===== src/rtl/ahb_lite_bus_monitor.sv =====
// Passive AHB-Lite monitor: pairs address and data phases into records queued in a FIFO.
// Define AHB_MON_PROTOCOL_CHECK_EN to build the burst tracker and sticky protocol-error flags.
module ahb_lite_bus_monitor #(
   parameter int ADDR_W     = 32,
   parameter int DATA_W     = 32,
   parameter int FIFO_DEPTH = 8,
   parameter int CNT_W      = 16
) (
   input  logic              HCLK,
   input  logic              HRESET,
   input  logic              HSEL,
   input  logic [ADDR_W-1:0] HADDR,
   input  logic              HWRITE,
   input  logic [2:0]        HSIZE,
   input  logic [2:0]        HBURST,
   input  logic [1:0]        HTRANS,
   input  logic [DATA_W-1:0] HWDATA,
   input  logic [DATA_W-1:0] HRDATA,
   input  logic              HREADY,
   input  logic              HRESP,
   output logic              rec_valid,
   input  logic              rec_ready,
   output logic [ADDR_W-1:0] rec_addr,
   output logic              rec_write,
   output logic [2:0]        rec_size,
   output logic [2:0]        rec_burst,
   output logic [DATA_W-1:0] rec_data,
   output logic              rec_resp,
   output logic [CNT_W-1:0]  txn_count,
   output logic [CNT_W-1:0]  drop_count,
   output logic              overflow,
   input  logic              err_clr,
   output logic              err_seq_start,
   output logic              err_addr,
   output logic              err_ctrl
);

   localparam int AW = $clog2(FIFO_DEPTH);

   typedef enum logic {ST_IDLE, ST_DATA} state_t;

   typedef struct packed {
      logic [ADDR_W-1:0] addr;
      logic              write;
      logic [2:0]        size;
      logic [2:0]        burst;
      logic [DATA_W-1:0] data;
      logic              resp;
   } rec_t;

   state_t            state;
   logic [ADDR_W-1:0] pend_addr;
   logic              pend_write;
   logic [2:0]        pend_size;
   logic [2:0]        pend_burst;

   rec_t              mem [FIFO_DEPTH];
   logic [AW:0]       wr_ptr;
   logic [AW:0]       rd_ptr;
   rec_t              rec_in;
   rec_t              head;

   logic addr_accept;
   logic data_done;
   logic fifo_empty;
   logic fifo_full;
   logic pop;
   logic push_ok;
   logic drop;

   assign addr_accept = HREADY & HSEL & HTRANS[1];
   assign data_done   = (state == ST_DATA) & HREADY;
   assign fifo_empty  = (wr_ptr == rd_ptr);
   assign fifo_full   = (wr_ptr[AW] != rd_ptr[AW]) && (wr_ptr[AW-1:0] == rd_ptr[AW-1:0]);
   assign pop         = rec_valid & rec_ready;
   // A pop on the same edge frees the slot the push lands in, so full only blocks when not popping.
   assign push_ok     = data_done & (~fifo_full | pop);
   assign drop        = data_done & fifo_full & ~pop;

   always_comb begin
      rec_in.addr  = pend_addr;
      rec_in.write = pend_write;
      rec_in.size  = pend_size;
      rec_in.burst = pend_burst;
      rec_in.data  = pend_write ? HWDATA : HRDATA;
      rec_in.resp  = HRESP;
   end

   always_ff @(posedge HCLK) begin
      if (push_ok) begin
         mem[wr_ptr[AW-1:0]] <= rec_in;
      end
   end

   assign head      = mem[rd_ptr[AW-1:0]];
   assign rec_valid = ~fifo_empty;
   assign rec_addr  = rec_valid ? head.addr  : '0;
   assign rec_write = rec_valid ? head.write : 1'b0;
   assign rec_size  = rec_valid ? head.size  : 3'd0;
   assign rec_burst = rec_valid ? head.burst : 3'd0;
   assign rec_data  = rec_valid ? head.data  : '0;
   assign rec_resp  = rec_valid ? head.resp  : 1'b0;

   always_ff @(posedge HCLK or posedge HRESET) begin
      if (HRESET) begin
         state      <= ST_IDLE;
         pend_addr  <= '0;
         pend_write <= 1'b0;
         pend_size  <= 3'd0;
         pend_burst <= 3'd0;
         wr_ptr     <= '0;
         rd_ptr     <= '0;
         txn_count  <= '0;
         drop_count <= '0;
         overflow   <= 1'b0;
      end else begin
         // A new address phase on the completing edge keeps the pipeline in DATA.
         if (addr_accept) begin
            state      <= ST_DATA;
            pend_addr  <= HADDR;
            pend_write <= HWRITE;
            pend_size  <= HSIZE;
            pend_burst <= HBURST;
         end else if (data_done) begin
            state <= ST_IDLE;
         end
         if (push_ok) begin
            wr_ptr    <= wr_ptr + 1'b1;
            txn_count <= txn_count + 1'b1;
         end
         if (pop) begin
            rd_ptr <= rd_ptr + 1'b1;
         end
         if (drop && (drop_count != {CNT_W{1'b1}})) begin
            drop_count <= drop_count + 1'b1;
         end
         if (err_clr) begin
            overflow <= 1'b0;
         end
         if (drop) begin
            overflow <= 1'b1;
         end
      end
   end

`ifdef AHB_MON_PROTOCOL_CHECK_EN
   logic              trk_open;
   logic [ADDR_W-1:0] trk_addr;
   logic              trk_write;
   logic [2:0]        trk_size;
   logic [2:0]        trk_burst;
   logic [4:0]        trk_beats;
   logic [4:0]        burst_len;
   logic              trk_wrap;
   logic [ADDR_W-1:0] step_bytes;
   logic [ADDR_W-1:0] win_mask;
   logic [ADDR_W-1:0] next_lin;
   logic [ADDR_W-1:0] exp_addr;
   logic              seq_phase;
   logic              nonseq_phase;
   logic              idle_phase;

   // burst_len of 0 marks an unbounded INCR burst.
   always_comb begin
      burst_len = 5'd0;
      case (trk_burst)
         3'd0:       burst_len = 5'd1;
         3'd2, 3'd3: burst_len = 5'd4;
         3'd4, 3'd5: burst_len = 5'd8;
         3'd6, 3'd7: burst_len = 5'd16;
         default:    burst_len = 5'd0;
      endcase
   end

   assign trk_wrap     = (trk_burst == 3'd2) || (trk_burst == 3'd4) || (trk_burst == 3'd6);
   assign step_bytes   = ADDR_W'(1) << trk_size;
   assign win_mask     = (ADDR_W'(burst_len) << trk_size) - ADDR_W'(1);
   assign next_lin     = trk_addr + step_bytes;
   assign exp_addr     = trk_wrap ? ((trk_addr & ~win_mask) | (next_lin & win_mask)) : next_lin;
   assign seq_phase    = addr_accept & (HTRANS == 2'b11);
   assign nonseq_phase = addr_accept & (HTRANS == 2'b10);
   assign idle_phase   = HREADY & HSEL & (HTRANS == 2'b00);

   always_ff @(posedge HCLK or posedge HRESET) begin
      if (HRESET) begin
         trk_open      <= 1'b0;
         trk_addr      <= '0;
         trk_write     <= 1'b0;
         trk_size      <= 3'd0;
         trk_burst     <= 3'd0;
         trk_beats     <= 5'd0;
         err_seq_start <= 1'b0;
         err_addr      <= 1'b0;
         err_ctrl      <= 1'b0;
      end else begin
         if (err_clr) begin
            err_seq_start <= 1'b0;
            err_addr      <= 1'b0;
            err_ctrl      <= 1'b0;
         end
         if (nonseq_phase) begin
            trk_open  <= 1'b1;
            trk_addr  <= HADDR;
            trk_write <= HWRITE;
            trk_size  <= HSIZE;
            trk_burst <= HBURST;
            trk_beats <= 5'd1;
         end else if (seq_phase) begin
            if (!trk_open || ((burst_len != 5'd0) && (trk_beats >= burst_len))) begin
               err_seq_start <= 1'b1;
            end
            if (trk_open && (HADDR != exp_addr)) begin
               err_addr <= 1'b1;
            end
            if (trk_open && ((HWRITE != trk_write) || (HSIZE != trk_size) || (HBURST != trk_burst))) begin
               err_ctrl <= 1'b1;
            end
            trk_addr <= HADDR;
            if (trk_beats != 5'd31) begin
               trk_beats <= trk_beats + 5'd1;
            end
         end else if (idle_phase) begin
            trk_open <= 1'b0;
         end
      end
   end
`else
   assign err_seq_start = 1'b0;
   assign err_addr      = 1'b0;
   assign err_ctrl      = 1'b0;
`endif

endmodule


===== config.mk =====
export PLATFORM = sky130hd
export DESIGN_NAME = ahb_lite_bus_monitor
export DESIGN_NICKNAME = d
export VERILOG_FILES = /design/src/rtl/ahb_lite_bus_monitor.sv
export SDC_FILE = /design/constraint.sdc
export NUM_CORES = 1
export LEC_CHECK = 0
export CAP_MARGIN = 20
export CORE_MARGIN = 1
export CORE_UTILIZATION = 58
export CTS_CLUSTER_SIZE = 14
export DETAILED_ROUTE_END_ITERATION = 8
export MAX_ROUTING_LAYER = met4
export PLACE_DENSITY = 0.8
export SLEW_MARGIN = 20
export SYNTH_ARGS = -nofsm -noshare
export SYNTH_HDL_FRONTEND = slang
export SYNTH_SLANG_ARGS = --single-unit

===== constraint.sdc =====
create_clock -name HCLK -period 11.15 [get_ports HCLK]
set_input_delay 2.23 -clock HCLK [delete_from_list [all_inputs] [get_ports HCLK]]
set_output_delay 2.23 -clock HCLK [all_outputs]
set_load 0.02 [all_outputs]

Word level (Yosys, flattened, before mapping)

Memory sizes are Yosys's and may differ from the RTL's.
Index checks and enable logic that the tools add are counted.

Flip-flop bits (word level): 81
Output and inout port bits: 109
RAM bits: 576
Memories kept: 1

Add/sub/neg operators: 4
Bitwise gates (word level): 11
Reductions and logical operators: 4
Mux-type cells: 13
Eq/ne operators: 4

Memories:

| memory | depth | bits a word | rd ports | clocked after memory_dff | wr ports | line | RTL |
|---|---|---|---|---|---|---|---|
| mem    | 8     | 72          | 1        | 0                        | 1        | 57   | `rec_t mem [FIFO_DEPTH];` |

Operators with widths:

| cell                                                             | count |
|---|---|
| 32-bit 2-to-1 mux                                                | 3 |
| 16-bit by 1-bit adder with 16-bit output (second input constant) | 2 |
| 16-bit != test (second input constant)                           | 1 |
| 4-bit by 1-bit adder with 4-bit output (second input constant)   | 2 |
| 1-bit 2-to-1 mux                                                 | 8 |
| 1-bit bitwise AND                                                | 7 |
| 3-bit 2-to-1 mux                                                 | 2 |
| 4-bit == test                                                    | 1 |
| 2-bit nonzero test                                               | 2 |
| 3-bit == test                                                    | 1 |
| 1-bit NOT                                                        | 3 |
| 1-bit logical AND                                                | 2 |
| 1-bit != test                                                    | 1 |
| 1-bit OR                                                         | 1 |

Longest topological paths before layout

Depth after elaboration: 7
Depth in mapped cells: 7

Worst setup path before layout

OpenSTA, ideal clock, no wires.

Path kind: input to register
From: input port HREADY
To: memory mem[1][0] in the netlist's numbering (enable)
Path buffers: 1
Library setup time: 0.705 ns
Arrival: 10.038 ns
Slack: 0.406 ns
Cell stages on the path: 4
Path through: and2_1 -> o21ai_1 -> buf_4 -> nor4b_1

Cells in the longest elaborated chain, start to end: 4

RTL lines:

| what                                   | line | RTL |
|---|---|---|
| from (decl)                            | 19   | `input logic HREADY,` |
| 1-bit bitwise AND                      | 72   | `assign data_done = (state == ST_DATA) & HREADY;` |
| 1-bit bitwise AND                      | 77   | `assign push_ok = data_done & (~fifo_full \| pop);` |
| 1-bit 2-to-1 mux                       | 90   | `if (push_ok) begin` |
| 1-bit 2-to-1 mux (not written as such) | 91   | `mem[wr_ptr[AW-1:0]] <= rec_in;` |
| to (decl)                              | 57   |  |

No other way between the ends.

Worst setup path in the final report

From: register rd_ptr[0]
To: output port rec_addr[20]

Cells in the longest elaborated chain, start to end: 2

RTL lines:

| what                                                      | line | RTL |
|---|---|---|
| from (decl)                                               | 59   | `logic [AW:0] rd_ptr;` |
| from (signal assigned)                                    | 132  | `rd_ptr <= rd_ptr + 1'b1;` |
| memory 8 x 72 bit / 4-bit == test (equally long branches) | -    |  |
| 32-bit 2-to-1 mux (*)                                     | 97   | `assign rec_addr = rec_valid ? head.addr : '0;` |
| to (decl)                                                 | 23   | `output logic [ADDR_W-1:0] rec_addr,` |

Every way passes the cells marked *; elsewhere a longest branch is shown, timed or not.

==> results.json <==
{
  "worstMarginPinSlew_ps": 1090,
  "period_share_pct": 58.9,
  "path_max_fanout": 35,
  "core_region_area_mm2": 0.0434,
  "die_h_um": 212,
  "drt_iter0_markers": 956,
  "drive_above_1_share_pct": 23.2,
  "hpwl_um": 27000,
  "clk_pin_slew_ps": 60,
  "ctsResizeCount": 0,
  "tritoncts": "done",
  "yosys_warnings": 0,
  "yosysMostFrequentCell": "edfxtp_1",
  "synth-edff-count": 576,
  "ios": 221,
  "required_ps": 8920,
  "cts-htree-levels": 2,
  "area_delta_synth_final_pct": 18.5,
  "crit_slowest_cell": "dfrtp_4",
  "internal_power_uw": 5230,
  "syn_area_per_cell_um2": 20.8,
  "cp_slowest_stage_delay_ps": 850,
  "end_kind": "output pin",
  "numPortBuffers": 216,
  "synth.area.top_cells": "edfxtp_1 67%, mux4_2 13%, dfrtp_1 7.9%",
  "synth_top_area_share_pct": 67.3,
  "wl_um": 51300,
  "cap_violations": 0,
  "grt_pass1_vias": 13300,
  "min_period_ps": 6570,
  "synth-seq-cells": 657,
  "grt_pass1_wl_um": 77800,
  "post_cts_buffers": 0,
  "fmax_mhz": 152,
  "async_flop_share_pct": 12.3,
  "leakagePower_uw": 0.0103,
  "die-area_mm2": 0.0451,
  "track_usage_pct": 24.3,
  "wl_per_cell_um": 24.3,
  "final_area_mm2": 0.0304,
  "power.switching_uw": 2290,
  "drv_slew": 0,
  "placedInstanceArea_mm2": 0.0285,
  "pwr-share-clk_pct": 26.3,
  "synth_common_cells": "576 x edfxtp_1, 144 x mux4_2, 83 x nor2_1, 81 x dfrtp_1, 76 x mux2_2",
  "grt_setup_unrepaired": "no",
  "rows": 76,
  "cpMostUsedCell": "buf_4",
  "hold_slack_ps": 471,
  "cts_root_buf": "clkbuf_16",
  "synthFlopType": "edfxtp_1",
  "clock_sinks": 657,
  "crit_path_start_kind": "flip-flop",
  "start_util_pct": 59.2,
  "synth_cells": 1233,
  "slew_headroom_pct": 27.4,
  "p_comb_share_pct": 32.4,
  "numCtsBuffers": 60,
  "hold_viol_final": 0,
  "status": "complete, no violations",
  "ir_drop_mv": 0.146,
  "clockBufferDepth": 3,
  "remaining_drc_errors": 0,
  "crit_arrival_ps": 4340,
  "p_sw_share_pct": 30.4,
  "insertion_delay_ps": 610,
  "hold_path.class": "reg -> reg",
  "die_x_um": 212,
  "drt_first_pass_iters": 6,
  "routed-via-count": 12500,
  "powerDensity_mw_per_mm2": 247,
  "setup_violations": 0,
  "dp_cells": 1996,
  "cts.hold.buffers_added": 0,
  "gr-total-overflow": 0,
  "fin_skew_ps": 13.5,
  "synth_area_leader_cell": "edfxtp_1",
  "final_cells": 2110,
  "num-nets-final": 1589,
  "ant_nets": 0,
  "grt_max_degree": 65,
  "gp_congestion": 0.794,
  "fillerInstances": 2655,
  "p_seq_share_pct": 41.3,
  "crit_type": "reg -> out",
  "grt_antenna_before_repair": 4,
  "synth.distinct_cells": 36,
  "routed_via_density": 5.91,
  "syn-cell-area_mm2": 0.0257,
  "crit_chain": "buf_4 -> buf_4 -> mux4_2 -> mux2i_1 -> nor2_1 -> clkdlybuf4s50_1",
  "fin_tns_setup_ps": 0,
  "ys_seq_area_share_pct": 75.2
}
[stage by stage]
stage               power, µW  setup slack [ps]  util (%)
floorplan                4680               406         -
global placement         5570              5140      65.7
detailed placement       5610              5150      65.7
CTS                      7600              4430      70.2
global route             7830              4210      70.2
finish                   7520              4580      70.2
[final timing paths]
check	startpoint	end	slack, ps	depth (start not counted)
setup reg to reg	rd_ptr[0]	mem[6][37]	8000	6
hold / removal	txn_count[15]	txn_count[15]	470	1
setup / recovery	rd_ptr[0]	rec_addr[20]	4580	6
hold reg to reg	txn_count[15]	txn_count[15]	470	1
min in group asynchronous	HRESET	pend_addr[14]	2040	2
max in group asynchronous	HRESET	rd_ptr[2]	8010	3
[power groups by stage]
| stage | sequential, µW | clock (µW) | combinational (µW) |
|---|---|---|---|
| 6_report | 3100 | 1980 | 2440 |
| 5_1_grt | 3130 | 2110 | 2600 |
| 4_1_cts | 3110 | 2020 | 2480 |
| 3_5_place_dp | 3160 | 0 | 2460 |
| 3_3_place_gp | 3140 | 0 | 2430 |
| 2_1_floorplan | 3030 | 0 | 1650 |
[cell usage in the layout (no fill, tap or decap), types with 2 or more instances in the layout]
master,synthesis,routed
xnor2_1,25,25
inv_6,0,2
bufinv_16,0,4
or2_2,2,2
nor2_1,83,82
mux2i_1,72,72
nand2b_1,2,2
clkbuf_8,0,7
and2_1,3,2
nor4_1,3,2
xor2_1,12,12
diode_2,0,4
nor3b_2,0,2
edfxtp_1,576,576
mux4_2,144,144
clkinv_2,0,11
and3_1,7,7
nand2_1,23,23
buf_4,18,26
dfrtp_4,0,3
mux2_2,76,76
nand3_1,13,12
conb_1,1,3
nand3_2,1,2
nor3_2,0,2
inv_1,7,6
nor4b_2,0,2
nor3_1,9,7
clkdlybuf4s50_1,0,216
clkbuf_1,14,17
ha_1,4,4
dfrtp_1,81,77
clkinv_1,0,6
clkbuf_16,0,61
nand4_1,12,12
clkinvlp_4,0,2
[flip-flops by register name, summed over array words and instances, names as in the netlist, 3 cells and up]
name	count
drop_count	16
mem	576
pend_addr	32
pend_burst	3
pend_size	3
rd_ptr	4
txn_count	16
wr_ptr	4
[area by class of cell]
type / count / area (µm²) / area share (%)
clock buffers: 85 / 1690 / 5.54
multi-input cells: 505 / 6050 / 19.9
clock inverters: 25 / 230 / 0.757
flip-flops and latches: 657 / 19300 / 63.5
well taps: 585 / 732 / 2.41
inverters: 7 / 28.8 / 0.0946
diodes: 4 / 10.0 / 0.0329
repair buffers: 242 / 2360 / 7.75
[kinds of logic after synthesis]
family / share of synthesized area [%]
AO/OA/AOI/OAI: 0.122
buffers and inverters: 1.47
adder cells (fa/ha/maj): 0.195
AND/OR/NAND/NOR: 2.96
other: 0.0146
XOR/XNOR: 1.26
multiplexers: 18.8
flip-flops: 75.2
[critical path: cells and delay by family, from the launching register on]
family	cells	cell delay, ps
buffers and inverters	3	1910
DFF	1	850
muxes	2	850
and+or+nand+nor	1	70
[per-layer routing]
metal  routed length, µm  GRT usage, %  vias up
li1                    -             -     5430
met5                   0             -        -
met1               20900          32.4     6570
met3                3320          4.80       69
met4                 879          6.62        0
met2               26200          38.7      397
(Power assumes the default switching activity.)
